--- src/rtl/cam_i2c_init_sequencer_if.sv ---
// Command/response handshake between the init sequencer and the byte-level I2C master engine.
// The sequencer side uses modport master; the engine side uses modport slave.
interface cam_i2c_init_sequencer_if;
    logic        cmd_valid;
    logic        cmd_ready;
    logic        cmd_rd;
    logic [6:0]  cmd_dev;
    logic [15:0] cmd_reg;
    logic [7:0]  cmd_wdata;
    logic        rsp_valid;
    logic        rsp_nack;
    logic [7:0]  rsp_rdata;

    modport master (
        output cmd_valid, cmd_rd, cmd_dev, cmd_reg, cmd_wdata,
        input  cmd_ready, rsp_valid, rsp_nack, rsp_rdata
    );

    modport slave (
        input  cmd_valid, cmd_rd, cmd_dev, cmd_reg, cmd_wdata,
        output cmd_ready, rsp_valid, rsp_nack, rsp_rdata
    );
endinterface

--- src/rtl/cam_i2c_init_sequencer.sv ---
// Camera sensor power-up sequencer: pulses cam_reset_n, then walks a WR/DLY/END command table over I2C.
// Optional macro CAM_INIT_READBACK_EN adds a read-back verify of every acked register write.
module cam_i2c_init_sequencer #(
    parameter int         NUM_ENTRIES = 64,
    parameter int         IDX_W       = 6,
    parameter logic [6:0] DEV_ADDR    = 7'h36,
    parameter int         TICK_CYC    = 25000,
    parameter int         RESET_TICKS = 10,
    parameter int         MAX_RETRY   = 3
) (
    input  logic                    clk,
    input  logic                    reset,
    input  logic                    start,
    output logic                    busy,
    output logic                    done,
    output logic                    error,
    output logic [IDX_W-1:0]        err_index,
    output logic                    cam_reset_n,
    output logic [IDX_W-1:0]        tbl_addr,
    input  logic [31:0]             tbl_data,
    cam_i2c_init_sequencer_if.master i2c
);
    localparam int PW = (TICK_CYC > 1) ? $clog2(TICK_CYC) : 1;
    localparam int RW = (MAX_RETRY > 0) ? $clog2(MAX_RETRY + 1) : 1;
    localparam logic [PW-1:0]    TICK_LAST = PW'(TICK_CYC - 1);
    localparam logic [RW-1:0]    RETRY_MAX = RW'(MAX_RETRY);
    localparam logic [IDX_W-1:0] LAST_IDX  = IDX_W'(NUM_ENTRIES - 1);
    localparam logic [15:0]      RST_TICKS = 16'(RESET_TICKS);

    typedef enum logic [3:0] {
        IDLE, RST_HOLD, FETCH, DECODE, ISSUE, WAIT_RSP, DELAY, DONE, ERROR
`ifdef CAM_INIT_READBACK_EN
        , VERIFY_ISSUE, VERIFY_WAIT
`endif
    } state_t;

    state_t           state_reg, state_next;
    logic [IDX_W-1:0] index_reg, index_next;
    logic [RW-1:0]    retry_reg, retry_next;
    logic [PW-1:0]    presc_reg;
    logic [15:0]      dly_reg, dly_next;
    logic             busy_reg, busy_next;
    logic             done_reg, done_next;
    logic             error_reg, error_next;
    logic [IDX_W-1:0] err_index_reg, err_index_next;
    logic             cam_reset_n_reg, cam_reset_n_next;
    logic [15:0]      reg_addr_reg, reg_addr_next;
    logic [7:0]       wdata_reg, wdata_next;
    logic             tick, advance, fail;
    logic             unused_bits;

    assign tick = (presc_reg == TICK_LAST);

    always_ff @(posedge clk) begin
        if (reset) begin
            state_reg       <= IDLE;
            index_reg       <= '0;
            retry_reg       <= '0;
            presc_reg       <= '0;
            dly_reg         <= '0;
            busy_reg        <= 1'b0;
            done_reg        <= 1'b0;
            error_reg       <= 1'b0;
            err_index_reg   <= '0;
            cam_reset_n_reg <= 1'b0;
            reg_addr_reg    <= '0;
            wdata_reg       <= '0;
        end else begin
            state_reg       <= state_next;
            index_reg       <= index_next;
            retry_reg       <= retry_next;
            dly_reg         <= dly_next;
            busy_reg        <= busy_next;
            done_reg        <= done_next;
            error_reg       <= error_next;
            err_index_reg   <= err_index_next;
            cam_reset_n_reg <= cam_reset_n_next;
            reg_addr_reg    <= reg_addr_next;
            wdata_reg       <= wdata_next;
            // Tick phase is relative to state entry so every hold/delay lasts whole ticks.
            if (state_next != state_reg || tick)
                presc_reg <= '0;
            else
                presc_reg <= presc_reg + 1'b1;
        end
    end

    always_comb begin
        state_next       = state_reg;
        index_next       = index_reg;
        retry_next       = retry_reg;
        dly_next         = dly_reg;
        busy_next        = busy_reg;
        done_next        = done_reg;
        error_next       = error_reg;
        err_index_next   = err_index_reg;
        cam_reset_n_next = cam_reset_n_reg;
        reg_addr_next    = reg_addr_reg;
        wdata_next       = wdata_reg;
        advance          = 1'b0;
        fail             = 1'b0;
        case (state_reg)
            IDLE: if (start) begin
                state_next       = RST_HOLD;
                busy_next        = 1'b1;
                done_next        = 1'b0;
                error_next       = 1'b0;
                cam_reset_n_next = 1'b0;
                index_next       = '0;
                retry_next       = '0;
                dly_next         = RST_TICKS;
            end
            RST_HOLD: if (tick) begin
                if (dly_reg <= 16'd1) begin
                    cam_reset_n_next = 1'b1;
                    state_next       = FETCH;
                end else begin
                    dly_next = dly_reg - 16'd1;
                end
            end
            FETCH: state_next = DECODE;
            DECODE: begin
                reg_addr_next = tbl_data[23:8];
                wdata_next    = tbl_data[7:0];
                if (tbl_data[31]) begin
                    state_next = DONE;
                end else if (tbl_data[30]) begin
                    state_next = DELAY;
                    dly_next   = tbl_data[15:0];
                end else begin
                    state_next = ISSUE;
                end
            end
            ISSUE: if (i2c.cmd_ready) state_next = WAIT_RSP;
            WAIT_RSP: if (i2c.rsp_valid) begin
                if (i2c.rsp_nack)
                    fail = 1'b1;
                else
`ifdef CAM_INIT_READBACK_EN
                    state_next = VERIFY_ISSUE;
`else
                    advance = 1'b1;
`endif
            end
`ifdef CAM_INIT_READBACK_EN
            VERIFY_ISSUE: if (i2c.cmd_ready) state_next = VERIFY_WAIT;
            VERIFY_WAIT: if (i2c.rsp_valid) begin
                if (i2c.rsp_nack || i2c.rsp_rdata != wdata_reg)
                    fail = 1'b1;
                else
                    advance = 1'b1;
            end
`endif
            DELAY: begin
                if (dly_reg == 16'd0)
                    advance = 1'b1;
                else if (tick)
                    dly_next = dly_reg - 16'd1;
            end
            DONE: begin
                done_next  = 1'b1;
                busy_next  = 1'b0;
                state_next = IDLE;
            end
            ERROR: begin
                error_next = 1'b1;
                busy_next  = 1'b0;
                state_next = IDLE;
            end
            default: state_next = IDLE;
        endcase

        // A failed attempt restarts at the write, so a bad readback re-sends the write too.
        if (fail) begin
            if (retry_reg < RETRY_MAX) begin
                retry_next = retry_reg + 1'b1;
                state_next = ISSUE;
            end else begin
                err_index_next = index_reg;
                state_next     = ERROR;
            end
        end
        if (advance) begin
            retry_next = '0;
            if (index_reg == LAST_IDX) begin
                state_next = DONE;
            end else begin
                index_next = index_reg + 1'b1;
                state_next = FETCH;
            end
        end
    end

`ifdef CAM_INIT_READBACK_EN
    assign i2c.cmd_valid = (state_reg == ISSUE) || (state_reg == VERIFY_ISSUE);
    assign i2c.cmd_rd    = (state_reg == VERIFY_ISSUE);
`else
    assign i2c.cmd_valid = (state_reg == ISSUE);
    assign i2c.cmd_rd    = 1'b0;
`endif
    assign i2c.cmd_dev   = DEV_ADDR;
    assign i2c.cmd_reg   = reg_addr_reg;
    assign i2c.cmd_wdata = wdata_reg;

    assign busy        = busy_reg;
    assign done        = done_reg;
    assign error       = error_reg;
    assign err_index   = err_index_reg;
    assign cam_reset_n = cam_reset_n_reg;
    assign tbl_addr    = index_reg;

    assign unused_bits = ^{tbl_data[29:24], i2c.rsp_rdata};
endmodule
--- src/flat_wrapper.sv ---
// flat-port wrapper written by rule: the top's interface ports become plain ports
module cam_i2c_init_sequencer_flat 
#(
    parameter int         NUM_ENTRIES = 64,
    parameter int         IDX_W       = 6,
    parameter logic [6:0] DEV_ADDR    = 7'h36,
    parameter int         TICK_CYC    = 25000,
    parameter int         RESET_TICKS = 10,
    parameter int         MAX_RETRY   = 3
)
  (clk, reset, start, busy, done, error, err_index, cam_reset_n, tbl_addr, tbl_data, i2c_cmd_valid, i2c_cmd_rd, i2c_cmd_dev, i2c_cmd_reg, i2c_cmd_wdata, i2c_cmd_ready, i2c_rsp_valid, i2c_rsp_nack, i2c_rsp_rdata);
  cam_i2c_init_sequencer_if i2c_i ();
  input  logic clk;
  input  logic reset;
  input  logic start;
  output logic busy;
  output logic done;
  output logic error;
  output logic [IDX_W-1:0] err_index;
  output logic cam_reset_n;
  output logic [IDX_W-1:0] tbl_addr;
  input  logic [31:0] tbl_data;
  output wire logic [$bits(i2c_i.cmd_valid)-1:0] i2c_cmd_valid;
  output wire logic [$bits(i2c_i.cmd_rd)-1:0] i2c_cmd_rd;
  output wire logic [$bits(i2c_i.cmd_dev)-1:0] i2c_cmd_dev;
  output wire logic [$bits(i2c_i.cmd_reg)-1:0] i2c_cmd_reg;
  output wire logic [$bits(i2c_i.cmd_wdata)-1:0] i2c_cmd_wdata;
  input wire logic [$bits(i2c_i.cmd_ready)-1:0] i2c_cmd_ready;
  input wire logic [$bits(i2c_i.rsp_valid)-1:0] i2c_rsp_valid;
  input wire logic [$bits(i2c_i.rsp_nack)-1:0] i2c_rsp_nack;
  input wire logic [$bits(i2c_i.rsp_rdata)-1:0] i2c_rsp_rdata;
  assign i2c_cmd_valid = i2c_i.cmd_valid;
  assign i2c_cmd_rd = i2c_i.cmd_rd;
  assign i2c_cmd_dev = i2c_i.cmd_dev;
  assign i2c_cmd_reg = i2c_i.cmd_reg;
  assign i2c_cmd_wdata = i2c_i.cmd_wdata;
  assign i2c_i.cmd_ready = i2c_cmd_ready;
  assign i2c_i.rsp_valid = i2c_rsp_valid;
  assign i2c_i.rsp_nack = i2c_rsp_nack;
  assign i2c_i.rsp_rdata = i2c_rsp_rdata;
  cam_i2c_init_sequencer #(.NUM_ENTRIES(NUM_ENTRIES), .IDX_W(IDX_W), .DEV_ADDR(DEV_ADDR), .TICK_CYC(TICK_CYC), .RESET_TICKS(RESET_TICKS), .MAX_RETRY(MAX_RETRY)) u_core (.clk(clk), .reset(reset), .start(start), .busy(busy), .done(done), .error(error), .err_index(err_index), .cam_reset_n(cam_reset_n), .tbl_addr(tbl_addr), .tbl_data(tbl_data), .i2c(i2c_i));
endmodule
--- config.mk ---
export PLATFORM = sky130hd
export DESIGN_NAME = cam_i2c_init_sequencer_flat
export DESIGN_NICKNAME = d
export VERILOG_FILES = /design/src/rtl/cam_i2c_init_sequencer_if.sv /design/src/rtl/cam_i2c_init_sequencer.sv /design/src/flat_wrapper.sv
export SDC_FILE = /design/constraint.sdc
export NUM_CORES = 1
export LEC_CHECK = 0
export BUFFER_PORTS_ARGS = -buffer_cell sky130_fd_sc_hd__clkbuf_2
export CELL_PAD_IN_SITES_DETAIL_PLACEMENT = 0
export CELL_PAD_IN_SITES_GLOBAL_PLACEMENT = 1
export CORE_UTILIZATION = 35
export DETAILED_ROUTE_END_ITERATION = 10
export GPL_TIMING_DRIVEN = 0
export HOLD_SLACK_MARGIN = 0.05
export PLACE_DENSITY = 0.78
export SYNTH_ARGS = -nofsm -noshare
export SYNTH_HDL_FRONTEND = slang
export SYNTH_SLANG_ARGS = --single-unit
--- constraint.sdc ---
create_clock -name clk -period 2.5 [get_ports clk]
set_input_delay 0.125 -clock clk [delete_from_list [all_inputs] [get_ports clk]]
set_output_delay 0.125 -clock clk [all_outputs]
set_load 0.01 [all_outputs]
==> results.md <==
- The flow ran to the end, but the final reports show violations.
- The final reports fail on setup timing.
- The sequential group share of total power is 38.4%.
- Once layout is done, the placed cells without fillers occupy 5130 sq um.
- The standby leakage power is 0.00201 uW.
- The initial antenna violation count is 0.
- The area growth from synthesis to layout is 33.5%.
- The number of distinct standard cells referenced by the synthesized netlist is 57.
- The pin count of the biggest net entering global routing is 13.
- The category of the critical setup timing path is flop to flop.
- The die is 107 um wide.
- In this run, synthesis inferred 0 flip-flops with an integrated enable.
- The total iterations of the first detailed-routing run is 5.
- The CTS buffer count is 9.
- The clock transition at the registers of the reported paths is 0.09 ns.
- The largest clock skew in the final design is 0.0163 ns.
- The kind of end point of the critical path is a flop.
- The number of clock sinks is 77.
- Across all layers, the routed design uses 3872 vias.
- During synthesis, Yosys emitted a total of 0 warnings.
- The signal arrival time at the worst endpoint is 2.90 ns.
- The CTS tree is yes.
- In the routed layout, each cell is associated on average with a via count of 5.15.
- The average wire per cell in the routed design is 14.8 um.
- The routed design could run at a clock period as short as 2.61 ns.
- The tool flagged a number of max-cap violations equal to 0.
- Ranked by instance count, the synthesized netlist is headed by 77 x sky130_fd_sc_hd__dfxtp_1, 76 x sky130_fd_sc_hd__nand2_1, 57 x sky130_fd_sc_hd__a21oi_1.
- For this configuration, the core starts out at a cell density of 36.7%.
- In this run the worst path has a maximum fanout of 5.
- The combinational power share is 35.2%.
- The boundary pin count is 95.
- Buffers placed on the I/O ports in this run total 71.
- The internal portion of the total power is 2370 uW.
- The power density over the cells is 700 nW/um^2.
- The final setup slack of the worst path is -0.105 ns.
- The number of placed cells counting well taps is 700.
- The biggest area contributor in the post-synthesis netlist is sky130_fd_sc_hd__dfxtp_1.
- The core area is 10500 sq um.
- The global-route total usage across every layer is 20.2%.
- The floorplan has 37 rows.
- The cell area after technology mapping is 3840 sq um.
- The number of antenna cells inserted is 0.
- The first global-routing pass estimated 18000 um of wire.
- The number of levels in the clock H-tree is 3.
- For the worst setup path, the data required time is 2.80 ns.
- The share of the core filled with cells in the final layout is 49.0%.
- The slew at the pin closest to its max-slew limit is 0.689 ns.
- Summed over all layers, the global routing overflow is 0.
- Yosys attributes the largest share of cell area to sky130_fd_sc_hd__dfxtp_1 40%, sky130_fd_sc_hd__a21oi_1 7.4%, sky130_fd_sc_hd__nand2_1 7.4%, sky130_fd_sc_hd__nor2_1 4.3%, sky130_fd_sc_hd__xnor2_1 3.0%.
- Setup repair after global routing could not meet its margin everywhere.
- The most repeated cell in the gate-level netlist after synthesis is sky130_fd_sc_hd__dfxtp_1.
- In this run the power spent charging and discharging nets is 1220 uW.
- The relative slew slack is 54.0%.
- The average instance in the mapped netlist occupies 7.89 sq um.
- Summed over its instances, the top area cell type makes up 40.1% of the synthesized netlist area.
- The post-route antenna net violation count is 0.
- The total wirelength of the detailed-routed design is 11100 um.
- Leaving out filler cells and counting taps, the final layout contains 752.
- The count of final setup violators is 26.
- Of the cells placed in the final design, the portion with a size suffix greater than 1 is 26.9%.
- The clock network latency to the later pin of the worst-skew pair is 0.36 ns.
- For this run, the top clock speed supported by timing is 0.384 GHz.
- The register bit count reported by yosys is 77.
- VDD sags by at most 0.000388 V.
- The instance area after placement is 4420 sq um.
- The library cell used as clock root buffer is sky130_fd_sc_hd__clkbuf_8.
- The buffer depth of the longest clock path is 2.
- STA classifies the critical path startpoint as a flop.
- The count of pins over their slew limit is 0.
- The number of global-route vias before repair is 3592.
- The proportion of synthesized flip-flops having asynchronous set or reset is 0%.
- Summed over all failing endpoints, the final setup total negative slack is -1.79 ns.
- Measured along the y axis, the die boundary spans 107 um.
- The share of the clock period used by the worst path is 104%.
- The final routed DRC violation total is 0.
- The HPWL after detailed placement is 7720 um.
- Synthesis produced a netlist whose cell count is 487.
- Of the synthesized area, sequential elements account for 40.1%.
- The last weighted congestion value of the routability-driven placer is 0.855.
- In this run switching power makes up 34.1% of total power.
- The classification of the worst-slack hold path is input port to flop.
- The DRC violation total after the first TritonRoute iteration is 259.
- The share of total power dissipated in the clock network is 26.4%.
- After the last flow step, the layout net total stands at 662.
- Among all flip-flop cells after synthesis, the most frequent one is sky130_fd_sc_hd__dfxtp_1.
- The count of endpoints failing hold in the final timing report is 0.
- The total die area is 11400 sq um.
[layout make-up]
class                      instances  area (sq um)
buffer                            34           218
clock buffer                      12           145
clock inverter                     4          47.5
fill                            1071          5330
inverter                           8          30.0
multi-input combinational        372          2240
sequential                        77          1550
tap                              136           170
timing repair buffer             109           728
[logic make-up after synthesis]
kind of cell	synth area share, %
other	0.196
XOR/XNOR	4.33
buffers and inverters	5.44
AO/OA/AOI/OAI	20.8
adder cells (fa/ha/maj)	1.63
multiplexers	1.82
flip-flops	40.1
AND/OR/NAND/NOR	25.6
[power by group through the flow]
stage	clock (uW)	sequential, uW	combinational, uW
after floorplan	0	1380	765
after global placement	0	1390	980
after detailed placement	0	1390	982
after CTS	981	1370	1200
after global routing	1030	1390	1380
final	947	1380	1270
[through the flow]
| stage | hold slack, ns | power, uW | setup WS, ns |
|---|---|---|---|
| 2_1_floorplan | 0.261 | 2140 | -0.101 |
| 4_1_cts | 0.0592 | 3550 | -0.118 |
| 3_3_place_gp | 0.351 | 2370 | -0.945 |
| 5_1_grt | 0.0675 | 3800 | -0.187 |
| 6_report | 0.0696 | 3590 | -0.105 |
| 3_5_place_dp | 0.356 | 2370 | -0.970 |
[worst max-delay path, stage by stage (launching register included)]
cell	delay, ns
sky130_fd_sc_hd__dfxtp_2	0.33
sky130_fd_sc_hd__or4_4	0.53
sky130_fd_sc_hd__or4_4	0.56
sky130_fd_sc_hd__o211ai_2	0.18
sky130_fd_sc_hd__a21oi_2	0.05
sky130_fd_sc_hd__or4b_1	0.48
sky130_fd_sc_hd__buf_6	0.16
sky130_fd_sc_hd__buf_12	0.13
sky130_fd_sc_hd__a21oi_2	0.11
[repair_timing]
| item | CTS | global route |
|---|---|---|
| endpoints found under the setup margin | 66 | 45 |
| setup buffers | 11 | 3 |
| cloned | 3 | 0 |
| hold endpoints to repair | 21 | 0 |
| gates resized for setup | 38 | 19 |
| hold buffers | 21 | 0 |
| pin swaps | 13 | 10 |
[per-layer routing]
layer	wire [um]	track usage (%)	vias to the layer above
met5	0	0	-
met1	5110	26.9	1795
li1	-	-	1953
met3	626	4.44	11
met4	150	5.77	0
met2	5220	32.6	113
[path summary, 6_finish.rpt]
| path | startpoint | endpoint | slack, ns | depth (start not counted) |
|---|---|---|---|---|
| worst min-delay path | tbl_data[2] | u_core.i2c.cmd_wdata[2] | 0.07 | 3 |
| worst max-delay path | u_core.dly_reg[13] | u_core.presc_reg[9] | -0.11 | 8 |
| worst min register to register | u_core.presc_reg[0] | u_core.presc_reg[0] | 0.45 | 1 |
| worst max register to register | u_core.dly_reg[13] | u_core.presc_reg[9] | -0.11 | 8 |
[cells in the final DEF (no fill, tap or decap), types with 5 or more instances in the layout]
| cell | n |
|---|---|
| sky130_fd_sc_hd__ha_1 | 5 |
| sky130_fd_sc_hd__nand3_1 | 12 |
| sky130_fd_sc_hd__dfxtp_1 | 72 |
| sky130_fd_sc_hd__o21ai_0 | 18 |
| sky130_fd_sc_hd__nand2_1 | 75 |
| sky130_fd_sc_hd__nand4_1 | 8 |
| sky130_fd_sc_hd__clkbuf_1 | 15 |
| sky130_fd_sc_hd__nor3_1 | 17 |
| sky130_fd_sc_hd__xor2_1 | 6 |
| sky130_fd_sc_hd__mux2i_1 | 7 |
| sky130_fd_sc_hd__inv_1 | 8 |
| sky130_fd_sc_hd__dlygate4sd3_1 | 21 |
| sky130_fd_sc_hd__clkbuf_2 | 75 |
| sky130_fd_sc_hd__nor2_1 | 43 |
| sky130_fd_sc_hd__a21oi_2 | 15 |
| sky130_fd_sc_hd__clkbuf_8 | 11 |
| sky130_fd_sc_hd__a31oi_1 | 5 |
| sky130_fd_sc_hd__o211ai_1 | 5 |
| sky130_fd_sc_hd__nor4_1 | 5 |
| sky130_fd_sc_hd__xnor2_1 | 13 |
| sky130_fd_sc_hd__a21o_1 | 6 |
| sky130_fd_sc_hd__conb_1 | 8 |
| sky130_fd_sc_hd__buf_6 | 7 |
| sky130_fd_sc_hd__buf_4 | 21 |
| sky130_fd_sc_hd__dfxtp_2 | 5 |
| sky130_fd_sc_hd__a21oi_1 | 52 |
Note: power is estimated with default switching activity, not from simulation.
